`config.mk`:
```
export PLATFORM = sky130hd
export DESIGN_NAME = wb_host_bridge
export DESIGN_NICKNAME = d
export VERILOG_FILES = /design/src/rtl/wb_host_bridge.sv
export SDC_FILE = /design/constraint.sdc
export NUM_CORES = 1
export LEC_CHECK = 0
export BUFFER_PORTS_ARGS = -buffer_cell sky130_fd_sc_hd__buf_2
export CAP_MARGIN = 20
export CORE_ASPECT_RATIO = 2
export CORE_MARGIN = 4
export CORE_UTILIZATION = 40
export DETAILED_ROUTE_END_ITERATION = 12
export PLACE_DENSITY = 0.76
export SLEW_MARGIN = 10
export SYNTH_ARGS = -nofsm -noshare
export SYNTH_HDL_FRONTEND = slang
export SYNTH_SLANG_ARGS = --single-unit
```
`constraint.sdc`:
```
create_clock -name wb_clk_i -period 1.5 [get_ports wb_clk_i]
set_clock_uncertainty 0.1 [all_clocks]
set_input_delay 0.3 -clock wb_clk_i [delete_from_list [all_inputs] [get_ports wb_clk_i]]
set_output_delay 0.3 -clock wb_clk_i [all_outputs]
set_load 0.02 [all_outputs]
```
`src/rtl/wb_host_bridge.sv`:
```
// Wishbone classic single-transfer initiator: valid/ready command in, one bus cycle out, response back.
// Optional WB_HOST_BRIDGE_ERR_EN adds wbm_err_i; otherwise only the bus timeout sets rsp_err.
module wb_host_bridge #(
  parameter int TIMEOUT_CYCLES = 255,
  parameter int TMO_W          = 8
) (
  input  logic        wb_clk_i,
  input  logic        wb_rst_i,
  input  logic        cmd_valid,
  output logic        cmd_ready,
  input  logic        cmd_we,
  input  logic [31:0] cmd_adr,
  input  logic [31:0] cmd_dat,
  input  logic [3:0]  cmd_sel,
  output logic        rsp_valid,
  input  logic        rsp_ready,
  output logic [31:0] rsp_dat,
  output logic        rsp_err,
  output logic        wbm_cyc_o,
  output logic        wbm_stb_o,
  output logic        wbm_we_o,
  output logic [3:0]  wbm_sel_o,
  output logic [31:0] wbm_adr_o,
  output logic [31:0] wbm_dat_o,
`ifdef WB_HOST_BRIDGE_ERR_EN
  input  logic        wbm_err_i,
`endif
  input  logic        wbm_ack_i,
  input  logic [31:0] wbm_dat_i
);

  typedef enum logic [1:0] {IDLE, BUS, RESP} state_t;

  localparam logic [TMO_W-1:0] TMO_LAST = TMO_W'(TIMEOUT_CYCLES - 1);

  state_t           state;
  logic [TMO_W-1:0] cnt;
  logic             bus_err;
  logic             tmo_hit;

`ifdef WB_HOST_BRIDGE_ERR_EN
  assign bus_err = wbm_err_i;
`else
  assign bus_err = 1'b0;
`endif

  // TIMEOUT_CYCLES == 0 means the bus phase may last forever.
  assign tmo_hit = (TIMEOUT_CYCLES != 0) && (cnt == TMO_LAST);

  always_ff @(posedge wb_clk_i) begin
    if (wb_rst_i) begin
      state     <= IDLE;
      cnt       <= '0;
      cmd_ready <= 1'b1;
      rsp_valid <= 1'b0;
      rsp_dat   <= 32'h0;
      rsp_err   <= 1'b0;
      wbm_cyc_o <= 1'b0;
      wbm_stb_o <= 1'b0;
      wbm_we_o  <= 1'b0;
      wbm_sel_o <= 4'h0;
      wbm_adr_o <= 32'h0;
      wbm_dat_o <= 32'h0;
    end else begin
      case (state)
        IDLE: begin
          if (cmd_valid && cmd_ready) begin
            wbm_we_o  <= cmd_we;
            wbm_adr_o <= cmd_adr;
            wbm_dat_o <= cmd_dat;
            wbm_sel_o <= cmd_sel;
            wbm_cyc_o <= 1'b1;
            wbm_stb_o <= 1'b1;
            cmd_ready <= 1'b0;
            cnt       <= '0;
            state     <= BUS;
          end
        end
        BUS: begin
          // Priority: err, then ack, then timeout; ack on the timeout edge succeeds.
          if (bus_err || wbm_ack_i || tmo_hit) begin
            wbm_cyc_o <= 1'b0;
            wbm_stb_o <= 1'b0;
            rsp_valid <= 1'b1;
            state     <= RESP;
            if (!bus_err && wbm_ack_i) begin
              rsp_err <= 1'b0;
              rsp_dat <= wbm_we_o ? 32'h0 : wbm_dat_i;
            end else begin
              rsp_err <= 1'b1;
              rsp_dat <= 32'h0;
            end
          end else begin
            cnt <= cnt + 1'b1;
          end
        end
        RESP: begin
          if (rsp_ready) begin
            rsp_valid <= 1'b0;
            cmd_ready <= 1'b1;
            state     <= IDLE;
          end
        end
        default: state <= IDLE;
      endcase
    end
  end

endmodule
```
==> impl_metrics.env, run 1 <==
export IMPL_outcome="complete, but fails checks"
export IMPL_violations="setup timing"
export IMPL_grt_max_degree=70
export IMPL_setup_ws_ns=-0.0873
export IMPL_grt_first_pass_wirelength_um=18400
export IMPL_clk_pin_slew_ns=0.05
export IMPL_worstSetupEndpointType="flip-flop"
export IMPL_core_area_sq_um=10100
export IMPL_cp_max_fo=7
export IMPL_dp_hpwl_um=8450
export IMPL_hold_start="wbm_dat_i[23]"
export IMPL_portBuffers=211
export IMPL_start_util_pct=40.6
export IMPL_fmax_ghz=0.630
export IMPL_die_area_sq_um=12000
export IMPL_top_usage_layer="met2"
export IMPL_synth_distinct_cells=39
export IMPL_worstMarginPinSlew_ns=0.368
export IMPL_clk_latency_ns=0.40
export IMPL_period_needed_ns=1.59
export IMPL_r2r_end="cnt[5]"
export IMPL_final_hold_viol_count=0
export IMPL_fin_crit_sh_pct=106
export IMPL_diodes=0
export IMPL_ff2ff_setup_slack_ns=-0.09
export IMPL_dpl_worst_slack_ns=-0.154
export IMPL_via_per_inst=4.91
export IMPL_numCtsBuffers=17
export IMPL_slew_headroom_pct=75.5
export IMPL_cts_buffer_depth=2
export IMPL_drtIter0Drc=126
export IMPL_via_count=4063
export IMPL_ios=212
export IMPL_avgRoutedWirePerCell_um=14.9
export IMPL_drive_above_1_share_pct=44.2
export IMPL_worstHoldPathType="in -> reg"
export IMPL_worstReg2RegStart="state[0]"
export IMPL_dr_pass1_iters=4
export IMPL_grt_antenna_before_repair=0
export IMPL_ys_seq_elements=115
export IMPL_hold_slack_ns=0.0219
export IMPL_ys_seq_area_share_pct=56.2
export IMPL_worstPathRequired_ns=1.72
export IMPL_max_vdd_ir_drop_mv=1.19
export IMPL_wl_um=12400
export IMPL_reg2reg_depth=5
export IMPL_leakage_nw=2.92
export IMPL_htreeDepth=4
export IMPL_final_max_slew_viol_count=0
export IMPL_met1_usage_pct=19.4
export IMPL_setup_tns_ns=-0.230
export IMPL_grt_use_met2_pct=35.9
export IMPL_synth_area_sq_um=4100
export IMPL_fin_cells=828
export IMPL_grt_overflow=0
export IMPL_post_synth_top_area_cell="dfxtp_1"
export IMPL_synth_cells=450
export IMPL_fin_nets=789
export IMPL_rsz0062_at_grt="yes"
export IMPL_drv_cap=0
export IMPL_final_common_cell="buf_2"
export IMPL_criticalPathCategory="reg -> reg"
export IMPL_worstHoldEndpoint="rsp_dat[23]"
export IMPL_dpl_cell_count=786
export IMPL_track_usage_pct=19.3
export IMPL_powerDensity_nw_per_um2=1360
export IMPL_clock_sinks=115
export IMPL_die_y_um=151
export IMPL_synth_warnings=0
export IMPL_worstPathArrival_ns=1.81
export IMPL_gp_congestion=0.815
export IMPL_grt_pass1_vias=3979
export IMPL_worstHoldPathCells=2
export IMPL_postCtsHoldBufs=0
export IMPL_cts_tree="done"
export IMPL_ant_nets=0
export IMPL_start_kind="flip-flop"
export IMPL_syn2layout_area_growth_pct=52.3
export IMPL_syn_nets=558
export IMPL_dieWidth_um=79.6
export IMPL_synth_area_per_cell_sq_um=9.11
export IMPL_final_cell_mix="buf_2 (211), nand2_1 (144), dfxtp_1 (108)"
export IMPL_met3_usage_pct=4.64
export IMPL_drc_errors=0
export IMPL_cts_root_buf="clkbuf_16"
export IMPL_finalSetupViolCount=5
export IMPL_synthTopCellsByArea="dfxtp_1 (56%), nand2_1 (13%), a21oi_1 (9.4%), a22o_1 (6.8%), buf_2 (2.0%)"
export IMPL_synth_top_area_share_pct=56.2
export IMPL_num_rows=52
-- kinds of logic (layout without fill, tap and decap cells) --
kind of cell,after synthesis,after routing,share of synthesized area [%]
flops,115,115,56.2
simple gates,170,170,17.9
compound gates,126,126,19.8
buf+inv,36,279,5.25
mux,1,1,0.275
fa+ha+maj,2,2,0.610
-- what timing repair did --
action                                  CTS  global route
resized for setup                        17            21
pin swaps                                 3            14
buffers inserted                          0             8
endpoints found under the setup margin   43            88
cloned                                    1             2
-- cell type report --
| cell class | count | area [sq um] |
|---|---|---|
| clock buffers | 21 | 460 |
| clock inverters | 10 | 133 |
| fillers | 819 | 3840 |
| inverters | 2 | 7.51 |
| multi-input cells | 299 | 1710 |
| flip-flops and latches | 115 | 2320 |
| well taps | 135 | 169 |
| repair buffers | 246 | 1450 |
-- layer usage --
layer	vias up	wire length (um)
met5	-	0
met4	0	398
li1	1993	-
met2	156	6870
met1	1882	4460
met3	32	642
-- stage by stage --
| step | cell area (sq um) | total power [W] | util (%) |
|---|---|---|---|
| after floorplan | 4100 | 0.00401 | - |
| after global placement | 5380 | 0.00443 | 53.4 |
| after detailed placement | 5380 | 0.00446 | 53.4 |
| after CTS | 6070 | 0.00853 | 60.2 |
| after global routing | 6240 | 0.00882 | 61.9 |
| final | 6240 | 0.00847 | 61.9 |
-- state kept, by name (all words and copies together) (netlist names) --
register   count
wbm_stb_o      1
cnt            8
cmd_ready      1
wbm_dat_o     32
wbm_we_o       1
rsp_err        1
rsp_valid      1
wbm_adr_o     32
rsp_dat       32
state          2
wbm_sel_o      4
-- cell usage after synthesis --
| cell type | number |
|---|---|
| a21oi_1 | 77 |
| o31ai_1 | 1 |
| nor3b_2 | 1 |
| nor2_1 | 2 |
| o21bai_1 | 1 |
| o21a_1 | 1 |
| o21ai_1 | 2 |
| a31oi_1 | 2 |
| inv_1 | 2 |
| a211oi_1 | 1 |
| mux2_1 | 1 |
| a311oi_2 | 1 |
| nor3b_1 | 2 |
| nand3_1 | 8 |
| o211ai_1 | 2 |
| ha_1 | 2 |
| nand2_2 | 2 |
| buf_4 | 2 |
| nand4bb_2 | 1 |
| nor2b_1 | 1 |
| nor3_4 | 1 |
| nand2b_1 | 1 |
| nand3b_1 | 2 |
| or2_1 | 1 |
| a21oi_4 | 1 |
| buf_2 | 16 |
| o41ai_1 | 2 |
| dfxtp_1 | 115 |
| buf_6 | 7 |
| o41a_1 | 1 |
| and4bb_1 | 1 |
| nand4_2 | 1 |
| clkbuf_1 | 4 |
| nand2_1 | 144 |
| or3_1 | 2 |
| a22o_1 | 32 |
| buf_1 | 5 |
| o21bai_2 | 1 |
| o21ai_2 | 1 |
-- power by group --
part | internal (W) | switching, W | total, W
registers | 0.00323 | 0.0000973 | 0.00333
logic | 0.000462 | 0.000675 | 0.00114
clock network | 0.00268 | 0.00133 | 0.00401
-- how the worst max path moves through the flow --
stage               startpoint          end  slack [ns]  depth (start not counted)
global placement        cnt[0]       cnt[1]       -0.08                          6
global route            cnt[0]       cnt[6]       -0.14                          7
CTS                     cnt[0]  rsp_dat[25]       -0.02                          7
finish                state[0]       cnt[5]       -0.09                          5
floorplan               cnt[1]       cnt[6]        0.03                          5
detailed placement      cnt[0]       cnt[7]       -0.15                          7
-- critical path, stage by stage, from the launching register on --
cell	delay (ns)
dfxtp_4	0.37
nor3b_4	0.27
o21ai_4	0.15
buf_6	0.15
o41a_1	0.35
a21oi_1	0.13
(Power assumes the default switching activity.)
==> inputs of run 2 (changes only) <==
--- a/config.mk
+++ b/config.mk
@@ -8,11 +8,10 @@
 export BUFFER_PORTS_ARGS = -buffer_cell sky130_fd_sc_hd__buf_2
 export CAP_MARGIN = 20
 export CORE_ASPECT_RATIO = 2
-export CORE_MARGIN = 4
 export CORE_UTILIZATION = 40
 export DETAILED_ROUTE_END_ITERATION = 12
 export PLACE_DENSITY = 0.76
-export SLEW_MARGIN = 10
+export SLEW_MARGIN = 40
 export SYNTH_ARGS = -nofsm -noshare
 export SYNTH_HDL_FRONTEND = slang
 export SYNTH_SLANG_ARGS = --single-unit
==> run 2 against run 1 <==
The flow still finishes with violations (setup timing). Worst setup slack lost 0.11 ns. Fmax shrank 6.2%. Sequential share of layout area shrank 1.3 points. Clock-buffer cell count grew 1. Non-clock buffer count grew 16. Via count grew 4.1%. Utilization grew 2.7 points. Flip-flop and latch count is the same. Largest power group unchanged.
==> impl_metrics.env, run 2 (same netlist as run 1, synthesis figures left out) <==
export IMPL_clk_pin_slew_ns=0.05
export IMPL_clk_latency_ns=0.40
export IMPL_max_vdd_ir_drop_mv=1.23
export IMPL_worstPathArrival_ns=1.91
export IMPL_path_buf_inv=2
export IMPL_p_total_w=0.00862
export IMPL_top_regs="rsp_dat x32, wbm_adr_o x32, wbm_dat_o x32"
export IMPL_period_needed_ns=1.69
export IMPL_core_area_sq_um=10000
export IMPL_cts_buffer_depth=2
export IMPL_portBuffers=211
export IMPL_die_area_sq_um=10700
export IMPL_crit_chain="inv_4, ha_4, nand3_4, o21ai_4, buf_4, nand3_1, a31oi_4"
export IMPL_wl_um=13100
export IMPL_via_count=4229
export IMPL_diodes=0
export IMPL_dieWidth_um=73.6
export IMPL_drc_errors=0
export IMPL_pwr_share_comb_pct=14.9
export IMPL_powerDensity_nw_per_um2=1330
export IMPL_setup_ws_ns=-0.193
export IMPL_cts_root_buf="clkbuf_16"
export IMPL_criticalPathCategory="reg -> reg"
export IMPL_final_cell_area_sq_um=6470
export IMPL_track_usage_pct=22.3
export IMPL_dp_hpwl_um=8080
export IMPL_die_y_um=145
export IMPL_cpLargestDelayFamily="compound AO/OA/AOI/OAI gates"
export IMPL_rsz0062_at_grt="yes"
export IMPL_worstMarginPinSlew_ns=0.407
export IMPL_cts_tree="done"
export IMPL_pwr_share_seq_pct=38.7
export IMPL_via_per_inst=4.99
export IMPL_final_max_slew_viol_count=0
export IMPL_place_area_sq_um=5410
export IMPL_power_net_switching_w=0.00219
export IMPL_dr_pass1_iters=4
export IMPL_cp_max_fo=9
export IMPL_fin_crit_sh_pct=113
export IMPL_grt_max_degree=44
export IMPL_htreeDepth=4
export IMPL_outcome="complete, but fails checks"
export IMPL_final_cell_mix="buf_2 (211), nand2_1 (144), dfxtp_1 (109)"
export IMPL_regArea_sq_um=2310
export IMPL_avgRoutedWirePerCell_um=15.5
export IMPL_num_rows=52
export IMPL_drive_above_1_share_pct=44.5
export IMPL_multi_input_area_sq_um=1730
export IMPL_final_hold_viol_count=0
export IMPL_drv_cap=0
export IMPL_leakage_nw=3.01
export IMPL_fin_nets=807
export IMPL_slowest_stage="dfxtp_4"
export IMPL_swShare_pct=25.4
export IMPL_worstPathRequired_ns=1.72
export IMPL_gp_congestion=0.830
export IMPL_cpPeakStageDelay_ns=0.37
export IMPL_clkPwrFrac_pct=46.4
export IMPL_finalSetupViolCount=38
export IMPL_p_int_w=0.00643
export IMPL_worstSetupEndpointType="flip-flop"
export IMPL_grt_pass1_vias=4009
export IMPL_clock_sinks=115
export IMPL_fillers=853
export IMPL_grt_first_pass_wirelength_um=18400
export IMPL_syn2layout_area_growth_pct=57.9
export IMPL_grt_antenna_before_repair=0
export IMPL_start_util_pct=40.9
export IMPL_drtIter0Drc=135
export IMPL_slew_headroom_pct=72.9
export IMPL_worstHoldPathType="in -> reg"
export IMPL_fmax_ghz=0.591
export IMPL_final_common_cell="buf_2"
export IMPL_grt_overflow=0
export IMPL_ant_nets=0
export IMPL_fin_cells=847
export IMPL_dpl_cell_count=790
export IMPL_ios=212
export IMPL_start_kind="flip-flop"
export IMPL_numCtsBuffers=17
export IMPL_violations="setup timing"
[run 2: cell types whose count changed in the layout (fill, tap and decap cells not counted), moves of 2 or more]
cell and change:
clkbuf_16 +4, buf_4 +11, dlygate4sd3_1 +2, clkbuf_1 +2
buf_6 -2
[run 2: timing repair]
| action | 4_1_cts | 5_1_grt |
|---|---|---|
| resized for setup | 19 | 16 |
| pin swaps | 3 | 4 |
| hold endpoints to repair | 0 | 2 |
| endpoints found under the setup margin | 41 | 100 |
| hold buffers | 0 | 2 |
| gates cloned | 3 | 8 |
| setup buffers | 5 | 7 |
[run 2: per-layer routing]
layer / track usage, % / wire length (um) / vias up
li1: - / - / 2034
met1: 20.6 / 4560 / 2007
met2: 41.2 / 7520 / 150
met3: 5.97 / 549 / 38
met4: 12.8 / 523 / 0
met5: 0 / 0 / -
[run 2: worst register-to-register path, stage by stage, from the launching register on]
cell,delay [ns]
dfxtp_4,0.37
inv_4,0.07
ha_4,0.14
nand3_4,0.10
o21ai_4,0.30
buf_4,0.18
nand3_1,0.17
a31oi_4,0.20
[run 2: power groups by stage]
stage / registers, W / logic, W / clock network [W]
finish: 0.00333 / 0.00128 / 0.00400
global route: 0.00335 / 0.00138 / 0.00423
CTS: 0.00333 / 0.00115 / 0.00406
detailed placement: 0.00339 / 0.00108 / 0
global placement: 0.00338 / 0.00106 / 0
floorplan: 0.00359 / 0.000423 / 0
[run 2: final timing paths]
kind	startpoint	slack [ns]	to	depth (start not counted)
worst max-delay path	cnt[0]	-0.19	cnt[6]	7
worst min-delay path	wbm_dat_i[23]	0.02	rsp_dat[23]	2
worst max register to register	cnt[0]	-0.19	cnt[6]	7
worst min register to register	wbm_adr_o[25]	0.35	wbm_adr_o[25]	2
[run 2: area by class of cell]
| cell class | count | share of cell area [%] |
|---|---|---|
| multi-input cells | 301 | 26.8 |
| flip-flops and latches | 115 | 35.8 |
| clock inverters | 10 | 2.05 |
| inverters | 2 | 0.155 |
| well taps | 135 | 2.61 |
| clock buffers | 22 | 7.02 |
| repair buffers | 262 | 25.6 |
[run 2: per-stage QoR]
step                      worst slack, ns  hold slack, ns  TNS [ns]  util, %
after floorplan                    0.0292           0.297         0        -
after global placement             -0.128           0.339    -0.916     54.0
after detailed placement           -0.177           0.343     -2.63     54.0
after CTS                          -0.117        0.000109     -3.78     62.1
after global routing               -0.226         0.00479     -4.61     64.6
final                              -0.193          0.0185     -3.17     64.6
